`config.mk`:
```
export PLATFORM = sky130hd
export DESIGN_NAME = game_frame_scheduler_flat
export DESIGN_NICKNAME = d
export VERILOG_FILES = /design/src/rtl/game_frame_scheduler_if.sv /design/src/rtl/game_frame_scheduler.sv /design/src/flat_wrapper.sv
export SDC_FILE = /design/constraint.sdc
export NUM_CORES = 1
export LEC_CHECK = 0
export BUFFER_PORTS_ARGS = -buffer_cell sky130_fd_sc_hd__clkbuf_2
export CAP_MARGIN = 20
export CORE_MARGIN = 2
export CORE_UTILIZATION = 55
export CTS_CLUSTER_DIAMETER = 100
export DETAILED_ROUTE_END_ITERATION = 7
export HOLD_SLACK_MARGIN = 0.1
export PLACE_DENSITY = 0.8
export SLEW_MARGIN = 0
export SYNTH_ARGS = -nofsm -noshare
export SYNTH_HDL_FRONTEND = slang
export SYNTH_SLANG_ARGS = --single-unit
```
`constraint.sdc`:
```
create_clock -name clk -period 3.3 [get_ports clk]
set_clock_uncertainty 0.1 [all_clocks]
set_input_delay 0.33 -clock clk [delete_from_list [all_inputs] [get_ports clk]]
set_output_delay 0.33 -clock clk [all_outputs]
set_load 0.02 [all_outputs]
```
`src/rtl/game_frame_scheduler_if.sv`:
```
// Stage handshake and raster-scan bus between the frame scheduler and the game datapath.
// The scheduler drives the master side; the datapath answers on the slave side.
interface game_frame_scheduler_if;
    logic        physics_go;
    logic        physics_done;
    logic        collide_go;
    logic        collide_done;
    logic        view_go;
    logic        view_done;
    logic        render_valid;
    logic [31:0] render_x;
    logic [31:0] render_y;
    logic [31:0] render_index;

    modport master (
        output physics_go, collide_go, view_go,
        output render_valid, render_x, render_y, render_index,
        input  physics_done, collide_done, view_done
    );

    modport slave (
        input  physics_go, collide_go, view_go,
        input  render_valid, render_x, render_y, render_index,
        output physics_done, collide_done, view_done
    );
endinterface

```
`src/rtl/game_frame_scheduler.sv`:
```
// Per-frame sequencer: a frame tick divider plus an FSM that walks physics, collision,
// view and a raster scan, reporting frame completion, overruns and stage timeouts.
module game_frame_scheduler #(
    parameter int SCREEN_WIDTH  = 30,
    parameter int SCREEN_HEIGHT = 30,
    parameter int FRAME_PERIOD  = 2000,
    parameter int STAGE_TIMEOUT = 64
) (
    input  logic                          clk,
    input  logic                          reset,
    input  logic                          enable,
    game_frame_scheduler_if.master        bus,
    output logic                          frame_done,
    output logic [15:0]                   frame_count,
    output logic                          busy,
    output logic                          overrun,
    output logic                          timeout
);

    localparam int DIV_W = $clog2(FRAME_PERIOD);
    localparam int CNT_W = (STAGE_TIMEOUT > 1) ? $clog2(STAGE_TIMEOUT) : 1;
    localparam logic [DIV_W-1:0] DIV_LAST = DIV_W'(FRAME_PERIOD - 1);
    localparam logic [CNT_W-1:0] CNT_LAST = CNT_W'(STAGE_TIMEOUT - 1);
    localparam logic [31:0]      X_LAST   = 32'(SCREEN_WIDTH - 1);
    localparam logic [31:0]      Y_LAST   = 32'(SCREEN_HEIGHT - 1);

    typedef enum logic [2:0] {IDLE, PHYS, COLL, VIEW, REND, DONE} state_e;

    state_e            state_q, state_d;
    logic [DIV_W-1:0]  div_q, div_d;
    logic [CNT_W-1:0]  cnt_q, cnt_d;
    logic              physics_go_q, physics_go_d;
    logic              collide_go_q, collide_go_d;
    logic              view_go_q, view_go_d;
    logic              render_valid_q, render_valid_d;
    logic [31:0]       render_x_q, render_x_d;
    logic [31:0]       render_y_q, render_y_d;
    logic [31:0]       render_index_q, render_index_d;
    logic              frame_done_q, frame_done_d;
    logic [15:0]       frame_count_q, frame_count_d;
    logic              busy_q, busy_d;
    logic              overrun_q, overrun_d;
    logic              timeout_q, timeout_d;
    logic              tick;

    always_comb begin
        // NOTE: every signal gets a default first so no path through the case leaves a latch.
        tick           = enable && (div_q == DIV_LAST);
        div_d          = '0;
        if (enable) div_d = tick ? '0 : div_q + 1'b1;

        state_d        = state_q;
        cnt_d          = '0;
        physics_go_d   = 1'b0;
        collide_go_d   = 1'b0;
        view_go_d      = 1'b0;
        render_valid_d = 1'b0;
        render_x_d     = '0;
        render_y_d     = '0;
        render_index_d = '0;
        frame_done_d   = 1'b0;
        frame_count_d  = frame_count_q;
        timeout_d      = timeout_q;
        overrun_d      = tick && (state_q != IDLE);

        unique case (state_q)
            IDLE: begin
                if (tick) begin
                    state_d      = PHYS;
                    physics_go_d = 1'b1;
                end
            end
            PHYS: begin
                if (bus.physics_done || cnt_q == CNT_LAST) begin
                    state_d      = COLL;
                    collide_go_d = 1'b1;
                    if (!bus.physics_done) timeout_d = 1'b1;
                end else begin
                    cnt_d = cnt_q + 1'b1;
                end
            end
            COLL: begin
                if (bus.collide_done || cnt_q == CNT_LAST) begin
                    state_d   = VIEW;
                    view_go_d = 1'b1;
                    if (!bus.collide_done) timeout_d = 1'b1;
                end else begin
                    cnt_d = cnt_q + 1'b1;
                end
            end
            VIEW: begin
                // The first scan position (0,0) is presented in the first REND cycle.
                if (bus.view_done || cnt_q == CNT_LAST) begin
                    state_d        = REND;
                    render_valid_d = 1'b1;
                    if (!bus.view_done) timeout_d = 1'b1;
                end else begin
                    cnt_d = cnt_q + 1'b1;
                end
            end
            REND: begin
                if (render_x_q == X_LAST && render_y_q == Y_LAST) begin
                    state_d       = DONE;
                    frame_done_d  = 1'b1;
                    frame_count_d = frame_count_q + 16'd1;
                end else begin
                    render_valid_d = 1'b1;
                    render_index_d = render_index_q + 32'd1;
                    if (render_y_q == Y_LAST) begin
                        render_x_d = render_x_q + 32'd1;
                    end else begin
                        render_x_d = render_x_q;
                        render_y_d = render_y_q + 32'd1;
                    end
                end
            end
            DONE:    state_d = IDLE;
            default: state_d = IDLE;
        endcase

        busy_d = (state_d != IDLE);
    end

    always_ff @(posedge clk) begin
        // NOTE: non-blocking assignments so every flop samples the pre-edge values of the others.
        if (reset) begin
            state_q        <= IDLE;
            div_q          <= '0;
            cnt_q          <= '0;
            physics_go_q   <= 1'b0;
            collide_go_q   <= 1'b0;
            view_go_q      <= 1'b0;
            render_valid_q <= 1'b0;
            render_x_q     <= '0;
            render_y_q     <= '0;
            render_index_q <= '0;
            frame_done_q   <= 1'b0;
            frame_count_q  <= '0;
            busy_q         <= 1'b0;
            overrun_q      <= 1'b0;
            timeout_q      <= 1'b0;
        end else begin
            state_q        <= state_d;
            div_q          <= div_d;
            cnt_q          <= cnt_d;
            physics_go_q   <= physics_go_d;
            collide_go_q   <= collide_go_d;
            view_go_q      <= view_go_d;
            render_valid_q <= render_valid_d;
            render_x_q     <= render_x_d;
            render_y_q     <= render_y_d;
            render_index_q <= render_index_d;
            frame_done_q   <= frame_done_d;
            frame_count_q  <= frame_count_d;
            busy_q         <= busy_d;
            overrun_q      <= overrun_d;
            timeout_q      <= timeout_d;
        end
    end

    assign bus.physics_go   = physics_go_q;
    assign bus.collide_go   = collide_go_q;
    assign bus.view_go      = view_go_q;
    assign bus.render_valid = render_valid_q;
    assign bus.render_x     = render_x_q;
    assign bus.render_y     = render_y_q;
    assign bus.render_index = render_index_q;
    assign frame_done       = frame_done_q;
    assign frame_count      = frame_count_q;
    assign busy             = busy_q;
    assign overrun          = overrun_q;
    assign timeout          = timeout_q;

endmodule

```
`src/flat_wrapper.sv`:
```
// flat-port wrapper written by rule: the top's interface ports become plain ports
module game_frame_scheduler_flat 
#(
    parameter int SCREEN_WIDTH  = 30,
    parameter int SCREEN_HEIGHT = 30,
    parameter int FRAME_PERIOD  = 2000,
    parameter int STAGE_TIMEOUT = 64
)
  (clk, reset, enable, frame_done, frame_count, busy, overrun, timeout, bus_physics_go, bus_collide_go, bus_view_go, bus_render_valid, bus_render_x, bus_render_y, bus_render_index, bus_physics_done, bus_collide_done, bus_view_done);
  game_frame_scheduler_if bus_i ();
  input  logic clk;
  input  logic reset;
  input  logic enable;
  output logic frame_done;
  output logic [15:0] frame_count;
  output logic busy;
  output logic overrun;
  output logic timeout;
  output wire logic [$bits(bus_i.physics_go)-1:0] bus_physics_go;
  output wire logic [$bits(bus_i.collide_go)-1:0] bus_collide_go;
  output wire logic [$bits(bus_i.view_go)-1:0] bus_view_go;
  output wire logic [$bits(bus_i.render_valid)-1:0] bus_render_valid;
  output wire logic [$bits(bus_i.render_x)-1:0] bus_render_x;
  output wire logic [$bits(bus_i.render_y)-1:0] bus_render_y;
  output wire logic [$bits(bus_i.render_index)-1:0] bus_render_index;
  input wire logic [$bits(bus_i.physics_done)-1:0] bus_physics_done;
  input wire logic [$bits(bus_i.collide_done)-1:0] bus_collide_done;
  input wire logic [$bits(bus_i.view_done)-1:0] bus_view_done;
  assign bus_physics_go = bus_i.physics_go;
  assign bus_collide_go = bus_i.collide_go;
  assign bus_view_go = bus_i.view_go;
  assign bus_render_valid = bus_i.render_valid;
  assign bus_render_x = bus_i.render_x;
  assign bus_render_y = bus_i.render_y;
  assign bus_render_index = bus_i.render_index;
  assign bus_i.physics_done = bus_physics_done;
  assign bus_i.collide_done = bus_collide_done;
  assign bus_i.view_done = bus_view_done;
  game_frame_scheduler #(.SCREEN_WIDTH(SCREEN_WIDTH), .SCREEN_HEIGHT(SCREEN_HEIGHT), .FRAME_PERIOD(FRAME_PERIOD), .STAGE_TIMEOUT(STAGE_TIMEOUT)) u_core (.clk(clk), .reset(reset), .enable(enable), .bus(bus_i), .frame_done(frame_done), .frame_count(frame_count), .busy(busy), .overrun(overrun), .timeout(timeout));
endmodule
```
# [Word level (Yosys, flattened, before mapping)]
# Cells that the tools add are included.
[totals] reg_bits=140 output_inout_bits=120 wordCells=83
[classes] addsub=6 eq_ne=14 mux=24 bitwise_logic=5 reduce_logical=19
[op_table] cell="adder 32 x 1 -> 32 bit, second input constant" n=3
[op_table] cell="equality test 32 x 5 -> 1 bit, second input constant" n=2
[op_table] cell="two-way mux 6 bit" n=3
[op_table] cell="case mux 6 bit (3 select lines)" n=1
[op_table] cell="adder 16 x 1 -> 16 bit, second input constant" n=1
[op_table] cell="two-way mux 3 bit" n=5
[op_table] cell="case mux 3 bit (5 select lines)" n=1
[op_table] cell="two-way mux 1 bit" n=12
[op_table] cell="adder 11 x 1 -> 11 bit, second input constant" n=1
[op_table] cell="equality test 11 bit, second input constant" n=1
[op_table] cell="nonzero test 3 bit" n=3
[op_table] cell="OR reduction 2 bit" n=4
[op_table] cell="AND reduction 7 bit" n=1
[op_table] cell="adder 6 x 1 -> 6 bit, second input constant" n=1
[op_table] cell="equality test 3 x 2 -> 1 bit, second input constant" n=2
[op_table] cell="equality test 6 bit, second input constant" n=1
[op_table] cell="inequality test 2 x 1 -> 1 bit, second input constant" n=3
[op_table] cell="inequality test 2 bit, second input constant" n=3
[op_table] cell="OR reduction 3 bit" n=2
[op_table] cell="inverter 1 bit" n=5
[op_table] cell="OR reduction 4 bit" n=1
[op_table] cell="equality test 3 x 1 -> 1 bit, second input constant" n=1
[op_table] cell="equality test 3 bit, second input constant" n=1
[op_table] cell="logical AND 1 bit" n=3
[op_table] cell="other kinds (5)" n=7

# [Longest topological paths before layout]
[logic_depth] depth_word=5 mapped_depth=9 ltp_nobuf=7

# [Worst setup path after synthesis]
# No wires, ideal clock.
[synth_timing] kind="reg-to-reg" from="register u_core.render_y_q[0] (netlist: u_core.bus.render_y[0])" to="register u_core.render_x_q[24] (netlist: u_core.bus.render_x[24])" t_arrival_ps=2441 path_slack_ps=688 stages_incl_launch_ff=8 path_buffers=1 cell_sequence="dfxtp_1 ha_1 nor4b_1 nand4_1 or4_1 buf_2 or4_1 a21oi_1"
[synth_via] elab_chain_len=3
[synth_lines] item="from (decl)" line_no="game_frame_scheduler.sv:37" source="logic [31:0] render_y_q, render_y_d;"
[synth_lines] item="from (signal assigned)" line_no="game_frame_scheduler.sv:151" source="render_y_q <= render_y_d;"
[synth_lines] item="equality test 32 x 5 -> 1 bit *" line_no="game_frame_scheduler.sv:102, game_frame_scheduler.sv:109"
[synth_lines] item="logical AND 1 bit" line_no="game_frame_scheduler.sv:102" source="if (render_x_q == X_LAST && render_y_q == Y_LAST) begin"
[synth_lines] item="OR reduction 3 bit (no source line)"
[synth_lines] item="to (signal assigned)" line_no="game_frame_scheduler.sv:150" source="render_x_q <= render_x_d;"
[synth_lines] item="to (decl)" line_no="game_frame_scheduler.sv:36" source="logic [31:0] render_x_q, render_x_d;"
# Every way passes the cells marked *; elsewhere a longest branch is shown, timed or not.
# A chain may end at the register's enable or synchronous reset.

# [Worst setup path in the final report]
# Same ends and word-level chain as after synthesis.

==> impl_metrics.toml <==
[global_route]
antenna_found_initial = 0
grt_start_max_net_pins = 50
grt_pass1_vias = 5586
overflow = 0
grt_pass1_wl_mm = 26.09
grt_use_total = 0.2503

[pwr]
ir_drop_uv = 354.6
power_mw = 3.751
p_per_area_mw_per_mm2 = 483.4
leakage_nw = 2.726

[synth]
syn_nets = 775
synth_compound_area_frac = 0.07931
ys_seq_area_frac = 0.4365
syn_area_sq_mm = 0.006421
synthAdderAreaFrac = 0.01559
ys_ff_latch = 140
synthSimpleGateAreaFrac = 0.3106
yosys_warnings = 0
synth-xor-area-share = 0.1078
synthMuxAreaShare = 0.01169
syn_inst = 761
synth_top_family_by_area = "simple AND/OR/NAND/NOR gates"
yosysUniqueCellTypes = 37
postSynthAreaPerCell_sq_um = 8.438

[finish]
layout-drive-gt1-share = 0.1939
multi_input_area_sq_mm = 0.003377
diodes = 0
final_cells = 1030
layout_common_cells = "dfxtp_1, clkbuf_2, nor2_1"
regArea_sq_mm = 0.002803
fin_nets = 888
fillCellCount = 916
layout_commonest_cell = "dfxtp_1"
synthToLayoutAreaGrowth_pct = 20.85

[timing]
slew_headroom = 0.5733
setup_viol = 0
slew_violations = 0
tightest_slew_ns = 0.6343
hold_viol_final = 0
fin_tns_setup_ns = 0
fin_crit_ns = 2.969
fmax_ghz = 0.3368
finalCritPeriodShare = 0.8996
rsz0062_at_grt = "false"

[placement]
place.port_buffers = 125
place_inst = 998
dp_hpwl_mm = 10.92
gp_congestion = 0.8865

[worst_setup_path]
crit_path_max_fanout = 19
critPathRequiredTime_ns = 3.55
worstSetupStartpointType = "flop"
crit_type = "flop to flop"
crit_arrival_ns = 3.22
critPathCaptureType = "flop"

[clocking]
clk_pin_slew_ns = 0.06
clockBufferDepth = 2
cts_root_buf = "clkbuf_16"
cts_setup_buffers = 0
cts_hold_buf = 0
clk_latency_ns = 0.42
cts-htree-levels = 4
clock_sinks = 140
cts_tree = "built"
cts_buffers = 17
cts-resized-gates = 0

[routing]
drt-initial-drc-count = 441
firstDrtPassIters = 5
drt-total-wl_mm = 15.95
wl_per_cell_um = 15.48
vias = 6154
wl_met2_mm = 7.860
top_layer = "met4"
avgViaCountPerCell = 5.975
route.detailed.drc = 0
route.antenna.remaining_nets = 0
wl_met3_um = 980
wl_met1_mm = 6.801

[die]
dieArea_sq_mm = 0.01256
coreArea_sq_mm = 0.01142
die_y_um = 112.1
rows = 39
start_util = 0.5623
fp.dieW_um = 112.1
io_pins = 126

[job]
cap_violations = 0

[min_path]
min-delay-path-class = "input port to flop"

[status]
run_status = "completed"
[metal layers]
| metal | GRT usage | vias to the layer above |
|---|---|---|
| met4 | 0.1024 | 0 |
| li1 | - | 2952 |
| met2 | 0.4129 | 232 |
| met3 | 0.06048 | 28 |
| met1 | 0.3171 | 2942 |
| met5 | 0 | - |
[worst max-delay path: stages (launching register included)]
cell and delay, ns:
dfxtp_1 0.44, ha_1 0.18, nor4b_1 0.33, nand4_1 0.25
or4_1 0.86, or4_1 0.59, a21oi_1 0.15
[state kept, by name, summed over array words and instances (netlist names), 3 cells and up]
name	flops
u_core.state_q	3
u_core.div_q	11
u_core.cnt_q	6
u_core.bus.render_index	32
u_core.bus.render_x	32
u_core.bus.render_y	32
u_core.frame_count	16
[report_power, final]
part	switching, mW	internal [mW]
registers	0.000742	1.69
logic	0.0124	0.00507
clock network	0.721	1.32
[Yosys cell counts]
library cell    n  area (sq um)
or3_1          22         137.6
a21o_1          2         15.01
inv_1          22         82.58
nand4_1        43         269.0
a21oi_1        42         210.2
mux2_2          4         45.04
and2_1          2         12.51
nand3_1        51         255.2
or3_4           1         11.26
mux2i_1         3         30.03
dfxtp_1       140          2803
nand3b_1        1         7.510
o21ai_0        25         125.1
nand2_1        29         108.9
nor2_1        117         439.2
nor4bb_1        3         30.03
xor2_1         37         324.1
xnor2_1        42         367.9
and4_1         13         113.9
buf_2           3         15.01
clkbuf_1       31         116.4
nor4_1         22         137.6
nor3b_1         2         15.01
nor2b_1         2         12.51
a211oi_1        1         7.510
o21ai_1         1         5.000
o21a_1          1         7.510
and3_1         24         150.1
buf_6           3         33.78
or2_2           3         18.77
or2_1           2         12.51
o31ai_1        16         120.1
ha_1            8         100.1
a31oi_1         3         18.77
or4_1          19         142.6
nor3_1         17         85.08
nor4b_1         4         35.03
[path summary, 6_finish.rpt]
path | from | endpoint | slack, ns | depth (start not counted)
setup / recovery | u_core.bus.render_y[0] | u_core.bus.render_x[24] | 0.33 | 6
hold / removal | bus_collide_done | u_core.bus.view_go | 0.18 | 3
setup reg to reg | u_core.bus.render_y[0] | u_core.bus.render_x[24] | 0.33 | 6
hold reg to reg | u_core.div_q[0] | u_core.div_q[0] | 0.34 | 1
[area by class of cell]
cell class	count	area share
multi-input combinational	562	0.4352
inverter	22	0.01064
tap	143	0.02306
clock inverter	11	0.02128
timing repair buffer	131	0.08804
sequential	140	0.3612
clock buffer	21	0.06063
[per-stage QoR]
step	setup slack, ns	cell area (sq um)	util	hold WS (ns)
2_1_floorplan	0.6884	6421	-	0.3130
3_3_place_gp	0.4522	7124	0.6239	0.3201
3_5_place_dp	0.3359	7124	0.6239	0.3369
4_1_cts	0.3286	7760	0.6796	0.1639
5_1_grt	0.09328	7760	0.6796	0.1907
6_report	0.3312	7760	0.6796	0.1772
[cell families after synthesis]
group,count (synthesis)
compound gates,91
xor+xnor,79
fa+ha+maj,8
buf+inv,59
flops,140
mux,7
simple gates,377
Power figures use the tool's default switching activity.
